### src/rtl/frame_hit_resolver_pkg.sv
// Shared widths, player-state encodings and judge FSM states for the frame hit resolver.
// body_gap() gives the free space between the two bodies, clamped to 0 on overlap.
package frame_hit_resolver_pkg;

    localparam int unsigned STATE_DEPTH        = 3;
    localparam int unsigned SPRITE_INDEX_DEPTH = 3;
    localparam int unsigned POSITION_DEPTH     = 10;
    localparam int unsigned PLAYER_WIDTH       = 64;
    localparam int unsigned GAP_W              = POSITION_DEPTH + 1;

    typedef enum logic [STATE_DEPTH-1:0] {
        NOTHING       = 3'd0,
        WALK_FORWARD  = 3'd1,
        WALK_BACKWARD = 3'd2,
        BLOCK         = 3'd3,
        KICK          = 3'd4,
        GRAB          = 3'd5,
        WIN           = 3'd6,
        LOSE          = 3'd7
    } player_state_e;

    typedef enum logic [2:0] {
        IDLE       = 3'd0,
        WAIT_DONE  = 3'd1,
        EVAL       = 3'd2,
        UPDATE     = 3'd3,
        ROUND_OVER = 3'd4
    } judge_state_e;

    function automatic logic [GAP_W-1:0] body_gap(
        input logic [POSITION_DEPTH-1:0] left_x,
        input logic [POSITION_DEPTH-1:0] right_x
    );
        logic [GAP_W-1:0] near_edge;
        near_edge = {1'b0, left_x} + GAP_W'(PLAYER_WIDTH);
        if ({1'b0, right_x} < near_edge) begin
            return '0;
        end
        return {1'b0, right_x} - near_edge;
    endfunction

endpackage

### src/rtl/frame_hit_resolver_if.sv
// Player-side bundle of the hit resolver: both players' frame outputs in, judgement out.
interface frame_hit_resolver_if;
    import frame_hit_resolver_pkg::*;

    logic                          frame_clk;
    logic [STATE_DEPTH-1:0]        p1_state;
    logic [STATE_DEPTH-1:0]        p2_state;
    logic [SPRITE_INDEX_DEPTH-1:0] p1_index;
    logic [SPRITE_INDEX_DEPTH-1:0] p2_index;
    logic [POSITION_DEPTH-1:0]     p1_position;
    logic [POSITION_DEPTH-1:0]     p2_position;
    logic                          p1_done;
    logic                          p2_done;
    logic                          p1_attack_connected;
    logic                          p2_attack_connected;
    logic                          round_over;
    logic                          eval_valid;
    logic                          timeout_err;

    modport master (
        output frame_clk, p1_state, p2_state, p1_index, p2_index,
               p1_position, p2_position, p1_done, p2_done,
        input  p1_attack_connected, p2_attack_connected, round_over,
               eval_valid, timeout_err
    );

    modport slave (
        input  frame_clk, p1_state, p2_state, p1_index, p2_index,
               p1_position, p2_position, p1_done, p2_done,
        output p1_attack_connected, p2_attack_connected, round_over,
               eval_valid, timeout_err
    );

endinterface

### src/rtl/frame_hit_resolver_edge.sv
// Registered rising-edge detector: one-cycle pulse, one cycle after the input is sampled high.
module rising_edge_detector (
    input  logic i_clk,
    input  logic i_rst,
    input  logic i_sig,
    output logic o_rise
);

    logic r_prev;
    logic r_rise;

    always_ff @(posedge i_clk) begin
        if (i_rst) begin
            r_prev <= 1'b0;
            r_rise <= 1'b0;
        end else begin
            r_prev <= i_sig;
            r_rise <= i_sig & ~r_prev;
        end
    end

    assign o_rise = r_rise;

endmodule

### src/rtl/frame_hit_resolver_reach.sv
// Whether one attacker's kick or grab physically reaches the defender this frame.
// A defender already in WIN/LOSE can never be reached.
module attack_reach_check
    import frame_hit_resolver_pkg::*;
#(
    parameter int unsigned KICK_RANGE        = 40,
    parameter int unsigned GRAB_RANGE        = 16,
    parameter int unsigned KICK_ACTIVE_START = 2,
    parameter int unsigned KICK_ACTIVE_END   = 3,
    parameter int unsigned GRAB_ACTIVE       = 2
) (
    input  logic [STATE_DEPTH-1:0]        i_att_state,
    input  logic [SPRITE_INDEX_DEPTH-1:0] i_att_index,
    input  logic [STATE_DEPTH-1:0]        i_def_state,
    input  logic [GAP_W-1:0]              i_gap,
    output logic                          o_kick_hit,
    output logic                          o_grab_hit
);

    localparam logic [SPRITE_INDEX_DEPTH-1:0] L_KICK_LO = SPRITE_INDEX_DEPTH'(KICK_ACTIVE_START);
    localparam logic [SPRITE_INDEX_DEPTH-1:0] L_KICK_HI = SPRITE_INDEX_DEPTH'(KICK_ACTIVE_END);
    localparam logic [SPRITE_INDEX_DEPTH-1:0] L_GRAB_AT = SPRITE_INDEX_DEPTH'(GRAB_ACTIVE);
    localparam logic [GAP_W-1:0]              L_KICK_RG = GAP_W'(KICK_RANGE);
    localparam logic [GAP_W-1:0]              L_GRAB_RG = GAP_W'(GRAB_RANGE);

    logic w_hittable;

    always_comb begin
        w_hittable = (i_def_state != WIN) && (i_def_state != LOSE);
        o_kick_hit = w_hittable && (i_att_state == KICK)
                     && (i_att_index >= L_KICK_LO) && (i_att_index <= L_KICK_HI)
                     && (i_gap <= L_KICK_RG);
        o_grab_hit = w_hittable && (i_att_state == GRAB)
                     && (i_att_index == L_GRAB_AT)
                     && (i_gap <= L_GRAB_RG);
    end

endmodule

### src/rtl/frame_hit_resolver.sv
// Per-frame judge: waits for both players' done flags, decides who connected,
// and latches the round result until reset.
module frame_hit_resolver
    import frame_hit_resolver_pkg::*;
#(
    parameter int unsigned KICK_RANGE        = 40,
    parameter int unsigned GRAB_RANGE        = 16,
    parameter int unsigned KICK_ACTIVE_START = 2,
    parameter int unsigned KICK_ACTIVE_END   = 3,
    parameter int unsigned GRAB_ACTIVE       = 2,
    parameter int unsigned DONE_TIMEOUT      = 15
) (
    input  logic                 sys_clk,
    input  logic                 reset,
    frame_hit_resolver_if.slave  bus
);

    localparam int unsigned WAIT_W = $clog2(DONE_TIMEOUT + 1);

    judge_state_e r_state;
    judge_state_e w_next;

    logic                          w_frame_edge;
    logic                          w_capture;
    logic                          w_commit;
    logic                          w_timeout;
    logic [WAIT_W-1:0]             r_wait;
    logic [STATE_DEPTH-1:0]        r_p1_state;
    logic [STATE_DEPTH-1:0]        r_p2_state;
    logic [SPRITE_INDEX_DEPTH-1:0] r_p1_index;
    logic [SPRITE_INDEX_DEPTH-1:0] r_p2_index;
    logic [POSITION_DEPTH-1:0]     r_p1_pos;
    logic [POSITION_DEPTH-1:0]     r_p2_pos;
    logic [GAP_W-1:0]              w_gap;
    logic                          w_p1_kick;
    logic                          w_p1_grab;
    logic                          w_p2_kick;
    logic                          w_p2_grab;
    logic                          w_p1_conn;
    logic                          w_p2_conn;
    logic                          r_p1_conn;
    logic                          r_p2_conn;
    logic                          r_round_over;
    logic                          r_eval_valid;
    logic                          r_timeout;

    rising_edge_detector u_frame_edge (
        .i_clk  (sys_clk),
        .i_rst  (reset),
        .i_sig  (bus.frame_clk),
        .o_rise (w_frame_edge)
    );

    assign w_gap = body_gap(r_p1_pos, r_p2_pos);

    attack_reach_check #(
        .KICK_RANGE        (KICK_RANGE),
        .GRAB_RANGE        (GRAB_RANGE),
        .KICK_ACTIVE_START (KICK_ACTIVE_START),
        .KICK_ACTIVE_END   (KICK_ACTIVE_END),
        .GRAB_ACTIVE       (GRAB_ACTIVE)
    ) u_reach_p1 (
        .i_att_state (r_p1_state),
        .i_att_index (r_p1_index),
        .i_def_state (r_p2_state),
        .i_gap       (w_gap),
        .o_kick_hit  (w_p1_kick),
        .o_grab_hit  (w_p1_grab)
    );

    attack_reach_check #(
        .KICK_RANGE        (KICK_RANGE),
        .GRAB_RANGE        (GRAB_RANGE),
        .KICK_ACTIVE_START (KICK_ACTIVE_START),
        .KICK_ACTIVE_END   (KICK_ACTIVE_END),
        .GRAB_ACTIVE       (GRAB_ACTIVE)
    ) u_reach_p2 (
        .i_att_state (r_p2_state),
        .i_att_index (r_p2_index),
        .i_def_state (r_p1_state),
        .i_gap       (w_gap),
        .o_kick_hit  (w_p2_kick),
        .o_grab_hit  (w_p2_grab)
    );

    // Block stops kicks only; a landing kick cancels the opponent's grab.
    assign w_p1_conn = (w_p1_kick && (r_p2_state != BLOCK)) || (w_p1_grab && !w_p2_kick);
    assign w_p2_conn = (w_p2_kick && (r_p1_state != BLOCK)) || (w_p2_grab && !w_p1_kick);

    always_comb begin
        w_next    = r_state;
        w_capture = 1'b0;
        w_commit  = 1'b0;
        w_timeout = 1'b0;
        case (r_state)
            IDLE: begin
                if (w_frame_edge) w_next = WAIT_DONE;
            end
            WAIT_DONE: begin
                if (bus.p1_done && bus.p2_done) begin
                    w_next    = EVAL;
                    w_capture = 1'b1;
                end else if (r_wait == WAIT_W'(DONE_TIMEOUT - 1)) begin
                    w_next    = IDLE;
                    w_timeout = 1'b1;
                end
            end
            EVAL: begin
                w_next   = UPDATE;
                w_commit = 1'b1;
            end
            UPDATE: begin
                w_next = r_round_over ? ROUND_OVER : IDLE;
            end
            ROUND_OVER: w_next = ROUND_OVER;
            default:    w_next = IDLE;
        endcase
    end

    always_ff @(posedge sys_clk) begin
        if (reset) begin
            r_state <= IDLE;
            r_wait  <= '0;
        end else begin
            r_state <= w_next;
            r_wait  <= (r_state == WAIT_DONE) ? r_wait + 1'b1 : '0;
        end
    end

    always_ff @(posedge sys_clk) begin
        if (reset) begin
            r_p1_state <= '0;
            r_p2_state <= '0;
            r_p1_index <= '0;
            r_p2_index <= '0;
            r_p1_pos   <= '0;
            r_p2_pos   <= '0;
        end else if (w_capture) begin
            r_p1_state <= bus.p1_state;
            r_p2_state <= bus.p2_state;
            r_p1_index <= bus.p1_index;
            r_p2_index <= bus.p2_index;
            r_p1_pos   <= bus.p1_position;
            r_p2_pos   <= bus.p2_position;
        end
    end

    // Inputs are captured on entry to EVAL so the result lands as UPDATE begins,
    // keeping eval_valid two cycles after the done flags are seen.
    always_ff @(posedge sys_clk) begin
        if (reset) begin
            r_p1_conn    <= 1'b0;
            r_p2_conn    <= 1'b0;
            r_round_over <= 1'b0;
            r_eval_valid <= 1'b0;
            r_timeout    <= 1'b0;
        end else begin
            r_eval_valid <= w_commit;
            if (w_timeout) r_timeout <= 1'b1;
            if (w_commit && (w_p1_conn ^ w_p2_conn)) begin
                r_p1_conn    <= w_p1_conn;
                r_p2_conn    <= w_p2_conn;
                r_round_over <= 1'b1;
            end
        end
    end

    assign bus.p1_attack_connected = r_p1_conn;
    assign bus.p2_attack_connected = r_p2_conn;
    assign bus.round_over          = r_round_over;
    assign bus.eval_valid          = r_eval_valid;
    assign bus.timeout_err         = r_timeout;

endmodule

### src/flat_wrapper.sv
// flat-port wrapper written by rule: the top's interface ports become plain ports
module frame_hit_resolver_flat import frame_hit_resolver_pkg::*;
#(
    parameter int unsigned KICK_RANGE        = 40,
    parameter int unsigned GRAB_RANGE        = 16,
    parameter int unsigned KICK_ACTIVE_START = 2,
    parameter int unsigned KICK_ACTIVE_END   = 3,
    parameter int unsigned GRAB_ACTIVE       = 2,
    parameter int unsigned DONE_TIMEOUT      = 15
)
  (sys_clk, reset, bus_frame_clk, bus_p1_state, bus_p2_state, bus_p1_index, bus_p2_index, bus_p1_position, bus_p2_position, bus_p1_done, bus_p2_done, bus_p1_attack_connected, bus_p2_attack_connected, bus_round_over, bus_eval_valid, bus_timeout_err);
  frame_hit_resolver_if bus_i ();
  input  logic sys_clk;
  input  logic reset;
  input wire logic [$bits(bus_i.frame_clk)-1:0] bus_frame_clk;
  input wire logic [$bits(bus_i.p1_state)-1:0] bus_p1_state;
  input wire logic [$bits(bus_i.p2_state)-1:0] bus_p2_state;
  input wire logic [$bits(bus_i.p1_index)-1:0] bus_p1_index;
  input wire logic [$bits(bus_i.p2_index)-1:0] bus_p2_index;
  input wire logic [$bits(bus_i.p1_position)-1:0] bus_p1_position;
  input wire logic [$bits(bus_i.p2_position)-1:0] bus_p2_position;
  input wire logic [$bits(bus_i.p1_done)-1:0] bus_p1_done;
  input wire logic [$bits(bus_i.p2_done)-1:0] bus_p2_done;
  output wire logic [$bits(bus_i.p1_attack_connected)-1:0] bus_p1_attack_connected;
  output wire logic [$bits(bus_i.p2_attack_connected)-1:0] bus_p2_attack_connected;
  output wire logic [$bits(bus_i.round_over)-1:0] bus_round_over;
  output wire logic [$bits(bus_i.eval_valid)-1:0] bus_eval_valid;
  output wire logic [$bits(bus_i.timeout_err)-1:0] bus_timeout_err;
  assign bus_i.frame_clk = bus_frame_clk;
  assign bus_i.p1_state = bus_p1_state;
  assign bus_i.p2_state = bus_p2_state;
  assign bus_i.p1_index = bus_p1_index;
  assign bus_i.p2_index = bus_p2_index;
  assign bus_i.p1_position = bus_p1_position;
  assign bus_i.p2_position = bus_p2_position;
  assign bus_i.p1_done = bus_p1_done;
  assign bus_i.p2_done = bus_p2_done;
  assign bus_p1_attack_connected = bus_i.p1_attack_connected;
  assign bus_p2_attack_connected = bus_i.p2_attack_connected;
  assign bus_round_over = bus_i.round_over;
  assign bus_eval_valid = bus_i.eval_valid;
  assign bus_timeout_err = bus_i.timeout_err;
  frame_hit_resolver #(.KICK_RANGE(KICK_RANGE), .GRAB_RANGE(GRAB_RANGE), .KICK_ACTIVE_START(KICK_ACTIVE_START), .KICK_ACTIVE_END(KICK_ACTIVE_END), .GRAB_ACTIVE(GRAB_ACTIVE), .DONE_TIMEOUT(DONE_TIMEOUT)) u_core (.sys_clk(sys_clk), .reset(reset), .bus(bus_i));
endmodule
### config.mk
export PLATFORM = sky130hd
export DESIGN_NAME = frame_hit_resolver_flat
export DESIGN_NICKNAME = d
export VERILOG_FILES = /design/src/rtl/frame_hit_resolver_pkg.sv /design/src/rtl/frame_hit_resolver_if.sv /design/src/rtl/frame_hit_resolver_edge.sv /design/src/rtl/frame_hit_resolver_reach.sv /design/src/rtl/frame_hit_resolver.sv /design/src/flat_wrapper.sv
export SDC_FILE = /design/constraint.sdc
export NUM_CORES = 1
export LEC_CHECK = 0
export CAP_MARGIN = 10
export CORE_UTILIZATION = 48
export DETAILED_ROUTE_END_ITERATION = 12
export PLACE_DENSITY = 0.76
export SLEW_MARGIN = 20
export SYNTH_ARGS = -nofsm -noshare
export SYNTH_HDL_FRONTEND = slang
export SYNTH_SLANG_ARGS = --single-unit
### constraint.sdc
create_clock -name sys_clk -period 2.81 [get_ports sys_clk]
set_input_delay 0.7025 -clock sys_clk [delete_from_list [all_inputs] [get_ports sys_clk]]
set_output_delay 0.7025 -clock sys_clk [all_outputs]
set_load 0.005 [all_outputs]
==> results.yml <==
setup_path:
  cp_slowest_cell: "or4b_1"
  worstPathArrival_ns: 3.10
  path_common_cell: "o21ai_1"
  critical_path.endpoint_type: "register"
  required_ns: 3.00
  crit_chain: "inv_2 -> ha_4 -> fa_2 -> and2b_1 -> o22a_1 -> xnor2_1 -> nand4_1 -> nor3_2 -> or4b_1 -> o32a_1 -> buf_4 -> o21ai_1 -> o21ai_1"
  cp_slowest_stage_delay_ns: 0.46
  worst_path_dominant_cell_family: "simple AND/OR/NAND/NOR gates"
  setup.worst_path.class: "register to register"
  cp_max_fo: 4
  worst-path-buf-inv: 2
  cp-start-kind: "register"
pwr:
  p_seq_share_pct: 50.5
  powerDensity_mw_per_mm2: 384
  p_clk_share_pct: 30.4
  p_sw_w: 0.000360
  p_sw_share_pct: 26.8
  leakagePower_nw: 1.26
  share_comb_of_total_power_pct: 19.1
  vdd_drop_max_v: 0.000377
  intPower_w: 0.000983
sta:
  hold_viol: 0
  fin_ws_ns: -0.0929
  period_share_pct: 103
  finalCriticalPeriod_ns: 2.90
  slew_headroom_pct: 77.1
  max_slew.worst_pin.slew_ns: 0.339
  finClkSkew_ns: 0.00806
  setup_violations: 3
  drv_slew: 0
  fmax_mhz: 344
  grt_setup_unrepaired: "yes"
  setup_tns_ns: -0.246
grt:
  grtUsageTotal_pct: 23.9
  grt_first_pass_wirelength_microns: 10300
  grt_pass1_vias: 2308
  grt_max_degree: 22
  antenna_found_initial: 0
  use_met2_pct: 39.7
  grt_overflow: 0
  grt_use_met3_pct: 4.47
  gr-usage-met1_pct: 32.1
  grt_busiest_layer: "met2"
placed_design:
  port_buffers: 41
  dp.final_hpwl_microns: 4390
  gp_routability_congestion: 0.919
  place_inst: 445
min_path:
  hold_path_class: "register to register"
logic_synthesis:
  synth-main-ff-cell: "dfxtp_1"
  synthArstFlopShare_pct: 0
  synth_cell_type_count: 54
  ys_seq_area_share_pct: 36.7
  ys_seq_elements: 46
  syn_area_sq_mm: 0.00251
  yosysWarnings: 0
  syn_nets: 372
  yosys.area.top_type: "dfxtp_1"
  yosys-top-cells-area: "dfxtp_1 (37%), nand2_1 (12%), a21oi_1 (8.6%)"
  synthCells: 321
  yosys.area.top_type_share_pct: 36.7
  avgSynthCellArea_sq_um: 7.81
  synth_enable_flop_cells: 0
route:
  wl_microns: 6200
  vias: 2453
  vias_per_cell: 5.36
  dr.pass1.iters: 4
  wl_per_cell_microns: 13.5
  detail-route-antenna-nets: 0
  drc_errors: 0
  first_iter_violations: 142
die:
  initial_core_util_pct: 51.4
  coreArea_sq_mm: 0.00488
  ios: 42
  core.rowCount: 25
  die_w_microns: 74.3
  die_area_sq_mm: 0.00551
  die_y_microns: 74.3
clock_network:
  numCtsBuffers: 5
  path_clk_slew_ns: 0.09
  clockRootBuffer: "clkbuf_8"
  htree_levels: 2
  clock_path_buffers: 2
  cts_tree: "built"
  cts.sink_count: 46
  worstSkewPairLatency_ns: 0.30
run_status:
  status: "finished, violations left"
  violations: "negative setup slack"
run:
  maxCapViolations: 0
final_layout:
  drive_above_1_share_pct: 21.0
  fill_cells: 380
  instances_no_fill: 458
  fin_nets: 441
  syn2layout_area_growth_pct: 39.5
  diodes: 0
[state kept, by name, indices dropped and copies added (netlist names), 3 cells and up]
signal,count
u_core.r_p2_index,3
u_core.r_p1_pos,10
u_core.r_state,3
u_core.r_p2_state,3
u_core.r_p1_state,3
u_core.r_p2_pos,10
u_core.r_p1_index,3
u_core.r_wait,4
[cell usage after synthesis (all sizes together), types with 4 or more instances]
cell type and count:
nand2 79, dfxtp 46, a21oi 44, nor2 17
clkbuf 14, ha 13, o21ai 12, inv 10
xor2 7, nand3 6, nor3 5, xnor2 5
nand4 4
[power by group through the flow]
stage          Combinational [W]  Clock [W]  Sequential [W]
4_1_cts                 0.000238   0.000418        0.000677
6_report                0.000257   0.000409        0.000678
3_3_place_gp            0.000222          0        0.000691
3_5_place_dp            0.000225          0        0.000692
5_1_grt                 0.000279   0.000442        0.000680
2_1_floorplan           0.000122          0        0.000689
[cells in the final DEF (no fill, tap or decap), types with 5 or more instances in the layout]
cell type,n
clkbuf_8,5
xor2_1,7
nor2_1,16
buf_4,35
ha_4,5
dfxtp_1,42
a21oi_1,38
o21ai_0,10
ha_1,5
nand2_1,79
a21oi_2,6
clkdlybuf4s50_1,41
inv_1,9
nand3_1,6
[path summary, 6_finish.rpt]
path / startpoint / to / slack [ns] / depth (start not counted)
max: u_core.r_p2_pos[0]$_SDFFE_PP0P_ / u_core.bus.p2_attack_connected$_SDFFE_PP0P_ / -0.09 / 13
min: u_core.u_frame_edge.r_prev$_SDFF_PP0_ / u_core.u_frame_edge.o_rise$_SDFF_PP0_ / 0.39 / 1
max reg2reg: u_core.r_p2_pos[0]$_SDFFE_PP0P_ / u_core.bus.p2_attack_connected$_SDFFE_PP0P_ / -0.09 / 13
min reg2reg: u_core.u_frame_edge.r_prev$_SDFF_PP0_ / u_core.u_frame_edge.o_rise$_SDFF_PP0_ / 0.39 / 1
[routing by layer]
layer / vias to the layer above / wire length (microns)
li1: 1252 / -
met1: 1144 / 2960
met2: 49 / 2910
met3: 8 / 250
met4: 0 / 82
met5: - / 0
[what timing repair did]
item / 4_1_cts / 5_1_grt
setup endpoints to repair: 3 / 3
hold buffers: 0 / 0
resized for setup: 17 / 20
pin swaps: 5 / 9
buffers inserted: 2 / 3
[kinds of logic (layout without fill, tap and decap cells)]
family / count (synthesis) / after routing / synth area share [%]
simple gates: 141 / 141 / 26.5
compound gates: 82 / 82 / 20.8
flops: 46 / 46 / 36.7
buf+inv: 25 / 95 / 4.04
fa+ha+maj: 14 / 14 / 7.29
xor+xnor: 12 / 12 / 4.19
mux: 1 / 1 / 0.399
[stage by stage]
stage | worst slack (ns) | total power [W] | util [%] | area (sq um) | hold WS [ns]
detailed placement | -0.173 | 0.000917 | 65.4 | 3190 | 0.378
floorplan | -0.0380 | 0.000811 | - | 2530 | 0.367
global placement | -0.0856 | 0.000913 | 65.4 | 3190 | 0.371
CTS | -0.143 | 0.00133 | 69.1 | 3370 | 0.391
global route | -0.219 | 0.00140 | 71.6 | 3500 | 0.409
finish | -0.0929 | 0.00134 | 71.6 | 3500 | 0.388
[layout make-up]
| class | count | area, sq um | share of cell area, % |
|---|---|---|---|
| clock buffer | 6 | 72.6 | 2.08 |
| clock inverter | 2 | 13.8 | 0.394 |
| inverter | 10 | 37.5 | 1.07 |
| multi-input combinational | 250 | 1680 | 48.0 |
| sequential | 46 | 926 | 26.5 |
| tap | 67 | 83.8 | 2.40 |
| timing repair buffer | 77 | 684 | 19.6 |
No activity file was read; power rests on OpenSTA's default activity.
